--- src/rtl/pwm_ramp_gen.sv ---
// Fixed-period PWM transmitter whose duty ramps toward a handshaked target in steps.
// Define PWM_RAMP_COMPL_EN to add the dead-time complementary output pwm_n_o.
module pwm_ramp_gen #(
   parameter int CNT_W = 8,
   parameter int DIV_W = 8
`ifdef PWM_RAMP_COMPL_EN
   ,
   parameter int DEADTIME = 2
`endif
) (
   input  logic             clk_i,
   input  logic             rst_i,
   input  logic             en_i,
   input  logic [CNT_W-1:0] period_i,
   input  logic [CNT_W-1:0] step_i,
   input  logic [DIV_W-1:0] ramp_div_i,
   input  logic [CNT_W-1:0] target_i,
   input  logic             target_valid_i,
   output logic             target_ready_o,
   output logic             pwm_o,
   output logic [CNT_W-1:0] duty_o,
   output logic             period_end_o,
   output logic             ramp_done_o,
   output logic             busy_o
`ifdef PWM_RAMP_COMPL_EN
   ,
   output logic             pwm_n_o
`endif
);

   typedef enum logic [1:0] {IDLE, HOLD, RAMP_UP, RAMP_DOWN} state_t;

   state_t           state;
   logic [CNT_W-1:0] cnt;
   logic [CNT_W-1:0] duty_cur;
   logic [CNT_W-1:0] duty_tgt;
   logic [CNT_W-1:0] period_q;
   logic [DIV_W-1:0] tick;

   logic             accept;
   logic             wrap;
   logic [CNT_W-1:0] tgt_next;
   logic [CNT_W:0]   step_eff;
   logic [CNT_W-1:0] duty_up;
   logic [CNT_W-1:0] duty_dn;
   logic [CNT_W-1:0] duty_step;

   assign target_ready_o = (state == IDLE) || (state == HOLD);
   assign busy_o         = (state == RAMP_UP) || (state == RAMP_DOWN);
   assign duty_o         = duty_cur;
   assign accept         = target_valid_i && target_ready_o;
   assign wrap           = (cnt == period_q);
   assign tgt_next       = accept ? target_i : duty_tgt;

   // Clamp against the target in CNT_W+1 bits so a large step can never wrap.
   always_comb begin
      step_eff = (step_i == '0) ? (CNT_W+1)'(1) : {1'b0, step_i};
      if (({1'b0, duty_cur} + step_eff) >= {1'b0, duty_tgt})
         duty_up = duty_tgt;
      else
         duty_up = duty_cur + step_eff[CNT_W-1:0];
      if ({1'b0, duty_cur} < (step_eff + {1'b0, duty_tgt}))
         duty_dn = duty_tgt;
      else
         duty_dn = duty_cur - step_eff[CNT_W-1:0];
      duty_step = (state == RAMP_DOWN) ? duty_dn : duty_up;
   end

   always_ff @(posedge clk_i or posedge rst_i) begin
      if (rst_i) begin
         state        <= IDLE;
         cnt          <= '0;
         duty_cur     <= '0;
         duty_tgt     <= '0;
         period_q     <= '0;
         tick         <= '0;
         pwm_o        <= 1'b0;
         period_end_o <= 1'b0;
         ramp_done_o  <= 1'b0;
      end else begin
         period_end_o <= 1'b0;
         ramp_done_o  <= 1'b0;
         if (accept)
            duty_tgt <= target_i;
         if (!en_i) begin
            state <= IDLE;
            cnt   <= '0;
            tick  <= '0;
            pwm_o <= 1'b0;
         end else begin
            pwm_o <= (state != IDLE) && (cnt < duty_cur);
            if (state != IDLE) begin
               if (wrap) begin
                  cnt          <= '0;
                  period_q     <= period_i;
                  period_end_o <= 1'b1;
               end else begin
                  cnt <= cnt + 1'b1;
               end
            end
            case (state)
               IDLE: begin
                  if (tgt_next > duty_cur)
                     state <= RAMP_UP;
                  else if (tgt_next < duty_cur)
                     state <= RAMP_DOWN;
                  else
                     state <= HOLD;
               end
               HOLD: begin
                  if (accept) begin
                     if (target_i > duty_cur)
                        state <= RAMP_UP;
                     else if (target_i < duty_cur)
                        state <= RAMP_DOWN;
                     else
                        ramp_done_o <= 1'b1;
                  end
               end
               RAMP_UP, RAMP_DOWN: begin
                  if (wrap) begin
                     if (tick == ramp_div_i) begin
                        tick     <= '0;
                        duty_cur <= duty_step;
                        if (duty_step == duty_tgt) begin
                           ramp_done_o <= 1'b1;
                           state       <= HOLD;
                        end
                     end else begin
                        tick <= tick + 1'b1;
                     end
                  end
               end
               default: state <= IDLE;
            endcase
         end
      end
   end

`ifdef PWM_RAMP_COMPL_EN
   // pwm_n_o shares pwm_o's one-cycle latency from cnt; its high window is shrunk by
   // DEADTIME on both sides, leaving the gap before pwm_o rises at the next wrap too.
   logic [CNT_W+1:0] cnt_x;
   logic [CNT_W+1:0] dt_x;
   assign cnt_x = {2'b00, cnt};
   assign dt_x  = (CNT_W+2)'(DEADTIME);

   always_ff @(posedge clk_i or posedge rst_i) begin
      if (rst_i)
         pwm_n_o <= 1'b0;
      else
         pwm_n_o <= en_i && (state != IDLE)
                    && (cnt_x >= ({2'b00, duty_cur} + dt_x))
                    && ((cnt_x + dt_x) <= {2'b00, period_q});
   end
`endif

endmodule

--- config.mk ---
export PLATFORM = sky130hd
export DESIGN_NAME = pwm_ramp_gen
export DESIGN_NICKNAME = d
export VERILOG_FILES = /design/src/rtl/pwm_ramp_gen.sv
export SDC_FILE = /design/constraint.sdc
export NUM_CORES = 1
export LEC_CHECK = 0
export ABC_AREA = 1
export ABC_CLOCK_PERIOD_IN_PS = 6100
export BUFFER_PORTS_ARGS = -buffer_cell sky130_fd_sc_hd__buf_2
export CAP_MARGIN = 5
export CELL_PAD_IN_SITES_DETAIL_PLACEMENT = 1
export CELL_PAD_IN_SITES_GLOBAL_PLACEMENT = 1
export CORE_MARGIN = 2
export CORE_UTILIZATION = 47
export DETAILED_ROUTE_END_ITERATION = 6
export GPL_ROUTABILITY_DRIVEN = 1
export HOLD_SLACK_MARGIN = 0.02
export PLACE_DENSITY = 0.93
export SLEW_MARGIN = 0
export SYNTH_ARGS = -nofsm -noshare
export SYNTH_HDL_FRONTEND = slang
export SYNTH_SLANG_ARGS = --single-unit
--- constraint.sdc ---
create_clock -name clk_i -period 6.1 [get_ports clk_i]
set_input_delay 0.305 -clock clk_i [delete_from_list [all_inputs] [get_ports clk_i]]
set_output_delay 0.305 -clock clk_i [all_outputs]
set_load 0.005 [all_outputs]
==> metrics.cfg, run 1 <==
[sta]
max_freq_ghz=0.228
period_minus_slack_ps=4380
hold_viol=0
final.setup.tns_ps=0
period_share_pct=71.8
drv_slew=0
rsz0062_at_grt=no
finalSetupViolCount=0
slew_headroom_pct=34.6
worst_pin_slew_ps=979
fin_skew_ps=5.37

[critical_path]
crit_type=input port to register
cp.required_ps=6300
max_stage_delay_ps=410
cp.arrival_ps=4580
crit_top_cell=nand2_1
worst_path_max_delay_cell=fa_1
path_max_fanout=12
start_kind=input port
end_kind=register

[global_routing]
grt_max_degree=46
antenna_found_initial=0
overflow=0
grt_pass1_wl_mm=24.6
track_usage_pct=30.0
grt_pass1_vias=5041

[floorplan]
ios=49
die_area_mm2=0.0106
die_height_um=103
fp-row-count=36
core_area_mm2=0.00964
die_w_um=103
start_util_pct=47.7

[cts]
root_buffer=clkbuf_8
clk_pin_slew_worst_paths_ps=90
cts.path.max_buffers=2
cts_buffers=5
cts_setup_buffers=0
cts-resized-gates=0
clock_sinks=45
htree_num_levels=2
clk_latency_ps=300
cts.hold.buffers_added=0
cts_tree=done

[synth]
synth_ff_type=dfrtp_1
synth_nets=751
ys_ff_latch=45
synth_edf_count=0
synthArstFlopShare_pct=100
yosys.area.top_type=dfrtp_1
synth_top_area_share_pct=24.5
avgSynthCellArea_um2=7.08
yosys_warnings=0
yosysSeqAreaShare_pct=24.5
synth.distinct_cells=41
synth_area_leaders=dfrtp_1 (24%), ha_1 (17%), nand2_1 (13%)
synthCells=649
syn-cell-area_mm2=0.00460

[status]
status=finished clean

[detailed_routing]
ant_nets=0
vias_per_cell=5.74
drt_iter0_markers=184
routed_wl_mm=15.3
post_drt_wl_per_cell_um=18.5
via_count=4736
firstDrtPassIters=4
drc_errors=0

[cells_and_area]
diodes=0
fin_nets=793
layout-drive-gt1-share_pct=11.8
area_growth_pct=10.5
fin_area_mm2=0.00508

[power_and_ir_drop]
p_leak_nw=2.72
ir_drop_v=0.000166
powerDensity_mw_per_mm2=361

[placement]
port_buffers=48
placed_area_mm2=0.00495
place_hpwl_mm=12.2
place_congestion=0.951

[flow_run]
maxCapViolCount=0

[hold_path]
hold_path_class=input port to register

worst max-delay path, delay by kind of cell:
| kind | cells | cell delay (ps) |
|---|---|---|
| compound gates | 1 | 240 |
| fa+ha+maj | 3 | 950 |
| buf+inv | 2 | 300 |
| simple gates | 25 | 2750 |
stage by stage:
stage	setup slack (ps)	utilization [%]	cells	hold WS [ps]	total power, W
after floorplan	2650	-	649	422	0.00124
after global placement	1890	51.3	817	478	0.00145
after global routing	1360	52.7	825	201	0.00199
after CTS	1800	52.7	825	196	0.00182
final	1720	52.7	825	200	0.00183
after detailed placement	1530	51.3	817	481	0.00153
kinds of logic after synthesis:
kind of cell | after synthesis | synth area share, %
XOR/XNOR | 32 | 6.10
AO/OA/AOI/OAI | 85 | 11.2
flip-flops | 45 | 24.5
adder cells (fa/ha/maj) | 66 | 18.4
buffers and inverters | 101 | 8.49
AND/OR/NAND/NOR | 320 | 31.3
worst paths after layout:
check	start	end	slack [ps]	depth (start not counted)
worst max-delay path	step_i[1]	state[0]	1720	31
worst min-delay path	period_i[5]	period_q[5]	200	3
worst max register to register	duty_tgt[0]	state[0]	1780	28
worst min register to register	period_q[0]	period_q[0]	500	2
max in group asynchronous	rst_i	duty_tgt[0]	5270	2
min in group asynchronous	rst_i	tick[3]	220	2
registers in the layout, indices dropped and copies added (netlist names):
name,count
cnt,8
duty_o,8
duty_tgt,8
period_q,8
tick,8
state,2
period_end_o,1
pwm_o,1
ramp_done_o,1
synth_stat cells, types with 2 or more instances:
cell,n
nand2_1,161
inv_1,79
nand3_1,77
ha_1,63
dfrtp_1,45
a21oi_1,36
nor2_1,27
o21ai_0,26
xor2_1,22
nand4_1,21
nor3_1,11
xnor2_1,10
inv_2,7
buf_2,6
clkbuf_1,6
nand2_2,6
nor4_1,4
a21oi_4,3
a31oi_1,3
and3_1,3
fa_1,3
o211ai_1,3
o21bai_1,3
a21boi_0,2
a21o_1,2
nand3b_1,2
nor2_2,2
o21ai_1,2
or2_2,2
power by group:
group	internal [W]	switching, W
Clock	0.000163	0.000110
Sequential	0.000365	0.0000951
Combinational	0.000375	0.000727
cells in the final DEF, fill, tap and decap left out, types with 2 or more instances in the layout:
cell type	count
nand2_1	161
inv_1	78
nand3_1	77
ha_1	63
buf_2	48
dfrtp_1	45
a21oi_1	36
nor2_1	27
o21ai_0	26
xor2_1	22
nand4_1	21
nor3_1	11
xnor2_1	10
inv_2	8
nand2_2	6
clkbuf_8	5
nor4_1	4
a21oi_4	3
o21bai_1	3
o211ai_1	3
a31oi_1	3
and3_1	3
fa_1	3
or2_2	2
nor2_2	2
nand3b_1	2
a21o_1	2
a21boi_0	2
o21ai_1	2
bufinv_16	2
layer usage:
| layer | vias to the layer above | part of all wire (%) | global-route usage [%] |
|---|---|---|---|
| met1 | 2327 | 41 | 35.7 |
| li1 | 2250 | - | - |
| met3 | 39 | 3.6 | 2.85 |
| met2 | 120 | 52 | 55.3 |
| met5 | - | 0 | 0 |
| met4 | 0 | 3.2 | 11.7 |
layout make-up:
class | instances | area [µm²]
sequential | 45 | 1130
inverter | 87 | 327
tap | 133 | 166
clock buffer | 5 | 68.8
multi-input combinational | 503 | 3080
fill | 1316 | 4560
clock inverter | 3 | 65.1
timing repair buffer | 49 | 248
Power figures use the tool's default switching activity.
==> inputs of run 2 (changes only) <==
--- a/config.mk
+++ b/config.mk
@@ -6,17 +6,17 @@
 export NUM_CORES = 1
 export LEC_CHECK = 0
 export ABC_AREA = 1
-export ABC_CLOCK_PERIOD_IN_PS = 6100
+export ABC_CLOCK_PERIOD_IN_PS = 3700
 export BUFFER_PORTS_ARGS = -buffer_cell sky130_fd_sc_hd__buf_2
 export CAP_MARGIN = 5
 export CELL_PAD_IN_SITES_DETAIL_PLACEMENT = 1
 export CELL_PAD_IN_SITES_GLOBAL_PLACEMENT = 1
 export CORE_MARGIN = 2
-export CORE_UTILIZATION = 47
+export CORE_UTILIZATION = 40
 export DETAILED_ROUTE_END_ITERATION = 6
 export GPL_ROUTABILITY_DRIVEN = 1
 export HOLD_SLACK_MARGIN = 0.02
-export PLACE_DENSITY = 0.93
+export PLACE_DENSITY = 0.85
 export SLEW_MARGIN = 0
 export SYNTH_ARGS = -nofsm -noshare
 export SYNTH_HDL_FRONTEND = slang
==> constraint.sdc (replaced) <==
create_clock -name clk_i -period 3.7 [get_ports clk_i]
set_input_delay 0.185 -clock clk_i [delete_from_list [all_inputs] [get_ports clk_i]]
set_output_delay 0.185 -clock clk_i [all_outputs]
set_load 0.005 [all_outputs]
==> run 2 against run 1 <==
  * The run now ends with setup timing left
  * Critical path depth is 4 lower
  * Combinational power grew 120%
  * First-iteration DRC count rose by 130%
  * Utilization down 0.52 points
  * Largest cell class unchanged
  * Highest routed layer unchanged
==> metrics.cfg, run 2 (synthesized netlist as in run 1, its figures left out) <==
[global_routing]
busiest_layer=met2
use_met2_pct=47.0  ; -8.4 points
overflow=0  ; unchanged
antenna_found_initial=0  ; unchanged
grt_pass1_wl_mm=25.5  ; +3.4%
grt_max_degree=46  ; unchanged
grt_use_met1_pct=32.1  ; -3.6 points
track_usage_pct=25.7  ; -4.3 points
grt_pass1_vias=5103  ; +1.2%
grt_util_met3_pct=2.35  ; -0.50 points

[floorplan]
core_area_mm2=0.0113  ; +17%
fp-row-count=39  ; +8.3%
ios=49  ; unchanged
die_area_mm2=0.0124  ; +17%
die_height_um=111  ; +8.1%
die_w_um=111  ; +8.1%
start_util_pct=40.6  ; -7.1 points

[hold_path]
holdPathStages=3  ; unchanged
hold-path-endpoint=period_q[4]
worstHoldStart=period_i[4]
hold_path_class=input port to register

[critical_path]
crit_top_cell=nand2_1
path_max_fanout=11  ; -1
timing.rr.end=state[0]
r2r-start=duty_tgt[3]
max_stage_delay_ps=440  ; +30 ps
r2r_slack_ps=-90  ; -1870 ps
cp.required_ps=3870  ; -2430 ps
crit_type=register to register
end_kind=register
rr_worst_depth=27  ; -3.6%
cp.arrival_ps=3960  ; -620 ps
worst_path_max_delay_cell=dfrtp_1
start_kind=register

[sta]
slew_headroom_pct=33.4  ; -1.2 points
period_minus_slack_ps=3790
max_freq_ghz=0.264
setup_ws_ps=-90.5  ; -1810 ps
drv_slew=0  ; unchanged
worst_pin_slew_ps=997  ; +17.6 ps
finalSetupViolCount=2  ; +2
whs_ps=92.8  ; -108 ps
period_share_pct=102
rsz0062_at_grt=yes
hold_viol=0  ; unchanged
fin_skew_ps=11.3  ; +5.93 ps

[cells_and_area]
final_common_cell=nand2_1
diodes=0  ; unchanged
fin_nets=847  ; +6.8%
area_growth_pct=28.5
utilization_pct=52.2  ; -0.52 points
final_cell_mix=nand2_1 (142), inv_1 (76), nand3_1 (71)
layout-drive-gt1-share_pct=26.5  ; +15 points
nFillCells=1467  ; +11%

[detailed_routing]
drt_iter0_markers=423  ; +130%
post_drt_wl_per_cell_um=20.9  ; +13%
via_count=5188  ; +9.5%
ant_nets=0  ; unchanged
vias_per_cell=5.84  ; +1.7%
routed_wl_mm=18.6  ; +22%
firstDrtPassIters=5  ; +1
drc_errors=0  ; unchanged

[power_and_ir_drop]
internal-power_w=0.00189  ; +110%
p_sw_w=0.00187  ; +100%
switching_share_pct=49.8  ; -1.0 points
ir_drop_v=0.000308  ; +85%
clkPwrFrac_pct=14.3  ; -0.6 points
p_comb_share_pct=64.9  ; +4.8 points
powerDensity_mw_per_mm2=636  ; +76%
p_leak_nw=3.03  ; +11%
seqPwrFrac_pct=20.8  ; -4.3 points

[cts]
cts_buffers=5  ; unchanged
cts.path.max_buffers=2  ; unchanged
clk_pin_slew_worst_paths_ps=70  ; -20 ps
htree_num_levels=2  ; unchanged
clk_latency_ps=290  ; about the same
cts.hold.buffers_added=0  ; unchanged
clock_sinks=45  ; unchanged
root_buffer=clkbuf_16
cts_tree=done

[placement]
place_congestion=0.909  ; -4.5%
place_hpwl_mm=12.6  ; +2.6%
port_buffers=48  ; unchanged

[status]
violations=setup timing
status=finished, violations left

[flow_run]
maxCapViolCount=0  ; unchanged

run 2: cell count changes in the layout (fill, tap and decap cells not counted), moves of 8 or more:
| cell | change |
|---|---|
| a21oi_2 | +8 |
| nand2_1 | -19 |
| ha_1 | -14 |
| a21oi_1 | -8 |
| buf_4 | +45 |
| ha_4 | +11 |
| nand2_2 | +18 |
run 2: through the flow:
stage,TNS [ps],worst slack [ps],std cells,power [W],cell area [µm²]
5_1_grt,-960,-365,889,0.00403,5910
4_1_cts,0,16.3,872,0.00325,5420
3_3_place_gp,-111,-56.9,864,0.00257,5240
3_5_place_dp,-444,-197,864,0.00269,5240
2_1_floorplan,0,325,649,0.00205,4600
6_report,-180,-90.5,889,0.00376,5910
run 2: final cells by class:
cell class / count / area [µm²] / area share [%]
clock buffers: 7 / 143 / 2.41
multi-input cells: 504 / 3420 / 57.9
clock inverters: 1 / 30.0 / 0.508
repair buffers: 102 / 678 / 11.5
flip-flops and latches: 45 / 1130 / 19.1
well taps: 143 / 179 / 3.03
inverters: 87 / 332 / 5.61
run 2: repair_timing:
action,CTS,global route
setup endpoints to repair,2,3
resized for setup,4,76
cloned,0,2
setup buffers,0,15
pin swaps,0,32
run 2: critical path, delay by kind of cell, from the launching register on:
kind            cells  cell delay, ps
buf+inv             2             220
fa+ha+maj           2             610
flops               1             440
simple gates       21            2000
compound gates      2             400
run 2: worst max-delay path by stage:
stage | startpoint | to | slack, ps | depth (start not counted)
3_3_place_gp | step_i[4] | state[1] | -60 | 29
2_1_floorplan | duty_o[2] | state[1] | 330 | 26
4_1_cts | duty_tgt[0] | state[0] | 20 | 28
6_report | duty_tgt[3] | state[0] | -90 | 27
5_1_grt | duty_tgt[3] | state[1] | -360 | 28
3_5_place_dp | step_i[4] | state[1] | -200 | 28
run 2: routing by layer:
layer	wire (µm)	share of wire (%)
met5	0	0
met4	782	4.2
met3	1180	6.4
met2	9380	50
met1	7260	39
run 2: power groups by stage:
stage	combinational (W)	sequential, W	clock, W
finish	0.00244	0.000783	0.000537
global route	0.00268	0.000790	0.000561
CTS	0.00195	0.000768	0.000533
detailed placement	0.00192	0.000775	0
global placement	0.00180	0.000767	0
floorplan	0.00135	0.000695	0
==> inputs of run 3 (changes only) <==
--- a/config.mk
+++ b/config.mk
@@ -6,17 +6,17 @@
 export NUM_CORES = 1
 export LEC_CHECK = 0
 export ABC_AREA = 1
-export ABC_CLOCK_PERIOD_IN_PS = 3700
+export ABC_CLOCK_PERIOD_IN_PS = 4100
 export BUFFER_PORTS_ARGS = -buffer_cell sky130_fd_sc_hd__buf_2
 export CAP_MARGIN = 5
 export CELL_PAD_IN_SITES_DETAIL_PLACEMENT = 1
 export CELL_PAD_IN_SITES_GLOBAL_PLACEMENT = 1
 export CORE_MARGIN = 2
-export CORE_UTILIZATION = 40
+export CORE_UTILIZATION = 44
 export DETAILED_ROUTE_END_ITERATION = 6
 export GPL_ROUTABILITY_DRIVEN = 1
 export HOLD_SLACK_MARGIN = 0.02
-export PLACE_DENSITY = 0.85
+export PLACE_DENSITY = 0.88
 export SLEW_MARGIN = 0
 export SYNTH_ARGS = -nofsm -noshare
 export SYNTH_HDL_FRONTEND = slang
==> constraint.sdc (replaced) <==
create_clock -name clk_i -period 4.1 [get_ports clk_i]
set_input_delay 0.205 -clock clk_i [delete_from_list [all_inputs] [get_ports clk_i]]
set_output_delay 0.205 -clock clk_i [all_outputs]
set_load 0.005 [all_outputs]
==> run 3 against run 2 <==
  * The run now ends clean
  * Critical path type unchanged
  * Maximum frequency is 0.25% lower
  * Largest cell class unchanged
  * Register-to-register slack gained 390 ps
  * Non-clock buffer count down 40
  * Hold slack better by 1.2 ps
  * First-iteration DRC count fell by 43%
  * Worst setup slack better by 390 ps
  * Sequential power fell by 14%
==> metrics.cfg, run 3 (synthesized netlist as in run 1, its figures left out) <==
[global_routing]
grt_max_degree=46  ; unchanged
use_met2_pct=48.7  ; +1.7 points
grt_pass1_wl_mm=24.3  ; -4.5%
overflow=0  ; unchanged
track_usage_pct=27.0  ; +1.3 points
grt_util_met3_pct=2.15  ; -0.21 points
antenna_found_initial=0  ; unchanged
grt_use_met1_pct=33.6  ; +1.4 points
busiest_layer=met2
grt_pass1_vias=4936  ; -3.3%

[cts]
cts.path.max_buffers=2  ; unchanged
htree_num_levels=2  ; unchanged
clk_latency_ps=310  ; +20 ps
cts.hold.buffers_added=0  ; unchanged
cts_buffers=5  ; unchanged
clk_pin_slew_worst_paths_ps=90  ; +20 ps
cts_tree=done
root_buffer=clkbuf_8
clock_sinks=45  ; unchanged

[detailed_routing]
vias_per_cell=5.56  ; -4.7%
firstDrtPassIters=5  ; unchanged
drc_errors=0  ; unchanged
drt_iter0_markers=240  ; -43%
via_count=4678  ; -9.8%
ant_nets=0  ; unchanged
routed_wl_mm=14.9  ; -20%
post_drt_wl_per_cell_um=17.8  ; -15%

[floorplan]
fp-row-count=37  ; -5.1%
start_util_pct=44.9  ; +4.3 points
die_w_um=106  ; -4.5%
ios=49  ; unchanged
die_area_mm2=0.0113  ; -8.8%
core_area_mm2=0.0102  ; -9.6%
die_height_um=106  ; -4.5%

[sta]
period_share_pct=92.7  ; -9.8 points
finalSetupViolCount=0  ; -2
whs_ps=94.0  ; +1.25 ps
final.setup.tns_ps=0  ; +180 ps
slew_headroom_pct=36.1  ; +2.6 points
drv_slew=0  ; unchanged
fin_skew_ps=9.85  ; -1.45 ps
hold_viol=0  ; unchanged
max_freq_ghz=0.263  ; -0.25%
period_minus_slack_ps=3800  ; +9.42 ps
worst_pin_slew_ps=957  ; -39.5 ps

[critical_path]
end_kind=register
path_cells=ha_1 > nor2_1 > nand4_1 > nand3_1 > nand2_1 > a21oi_1 > xor2_1 > inv_1 > ha_1 > a41oi_4 > buf_4 > nand4_1 > nand2_1 > nand2_1 > nand3_1 > nand3_1 > nor2_1 > nand3_1 > nand2_2 > nand2_2 > nand2_1 > nand2_1
cp.arrival_ps=4000  ; +40 ps
crit_top_cell=nand2_1
startpoint=duty_o[3]
worst_path_max_delay_cell=dfrtp_1
path_max_fanout=6  ; -5
start_kind=register
cp_top_family=simple AND/OR/NAND/NOR gates
crit_type=register to register
cp_num_buf_inv=2  ; unchanged
r2r-start=duty_o[3]
cp.required_ps=4300  ; +430 ps
r2r_slack_ps=300  ; +390 ps
max_stage_delay_ps=430  ; about the same

[cells_and_area]
final_cell_mix=nand2_1 (159), inv_1 (78), nand3_1 (77)
diodes=0  ; unchanged
layout-drive-gt1-share_pct=14.6  ; -12 points
fin_nets=806  ; -4.8%
area_growth_pct=12.6
fin_area_mm2=0.00518  ; -12%
final_common_cell=nand2_1

[status]
status=finished clean

[placement]
placed_area_mm2=0.00501  ; -4.3%
place_congestion=0.934  ; +2.8%
place_hpwl_mm=12.3  ; -2.2%
port_buffers=48  ; unchanged

[power_and_ir_drop]
powerDensity_mw_per_mm2=510  ; -20%
p_leak_nw=2.76  ; -9.1%
ir_drop_v=0.000256  ; -17%

[hold_path]
hold_path_class=input port to register
worstHoldStart=period_i[1]

[flow_run]
maxCapViolCount=0  ; unchanged

==> run 3: changes by cell type in the layout (fill, tap and decap cells not counted), moves of 8 or more <==
cell / delta
buf_4: -32
nand2_1: +17
nand2_2: -16
ha_1: +12
ha_4: -11
a21oi_1: +8
a21oi_2: -8
==> run 3: final cells by class <==
| cell class | count | area (µm²) |
|---|---|---|
| multi-input combinational | 503 | 3120 |
| tap | 136 | 170 |
| clock buffer | 5 | 68.8 |
| inverter | 87 | 327 |
| timing repair buffer | 62 | 345 |
| clock inverter | 3 | 21.3 |
| fill | 1353 | 5050 |
| sequential | 45 | 1130 |
==> run 3: worst register-to-register path, delay by kind of cell (launching register included) <==
family	cells	cell delay [ps]
buffers and inverters	2	250
flip-flops	1	430
XOR/XNOR	1	240
adder cells (fa/ha/maj)	2	690
AND/OR/NAND/NOR	15	1520
AO/OA/AOI/OAI	2	550
==> run 3: what timing repair did <==
| item | CTS | global route |
|---|---|---|
| setup buffers | 0 | 5 |
| resized for setup | 0 | 9 |
| endpoints found under the setup margin | 0 | 3 |
==> run 3: path summary, 6_finish.rpt <==
| path | depth (start not counted) | end |
|---|---|---|
| worst max-delay path | 22 | state[1] |
| worst min-delay path | 3 | period_q[1] |
| worst max register to register | 22 | state[1] |
| worst min register to register | 2 | period_q[6] |
| max in group asynchronous | 2 | duty_tgt[0] |
| min in group asynchronous | 2 | tick[5] |
==> run 3: layer usage <==
layer | share of wire, % | up-vias
met3 | 3.0 | 44
met4 | 3.7 | 0
met1 | 44 | 2245
li1 | - | 2264
met2 | 50 | 125
met5 | 0 | -
==> run 3: where the power goes <==
part	total, W	switching [W]	leakage (nW)	internal, W
Combinational	0.00168	0.00108	2.15	0.000598
Clock	0.000284	0.000163	0.0445	0.000121
Sequential	0.000675	0.000132	0.564	0.000543
Total	0.00264	0.00138	2.76	0.00126
==> run 3: stage by stage <==
| step | instances | worst slack, ps | total power [W] | utilization (%) |
|---|---|---|---|---|
| 5_1_grt | 841 | -35.6 | 0.00291 | 50.6 |
| 2_1_floorplan | 649 | 725 | 0.00185 | - |
| 4_1_cts | 836 | 213 | 0.00259 | 49.9 |
| 3_5_place_dp | 828 | -82.7 | 0.00230 | 49.0 |
| 6_report | 841 | 300 | 0.00264 | 50.6 |
| 3_3_place_gp | 828 | 169 | 0.00219 | 49.0 |
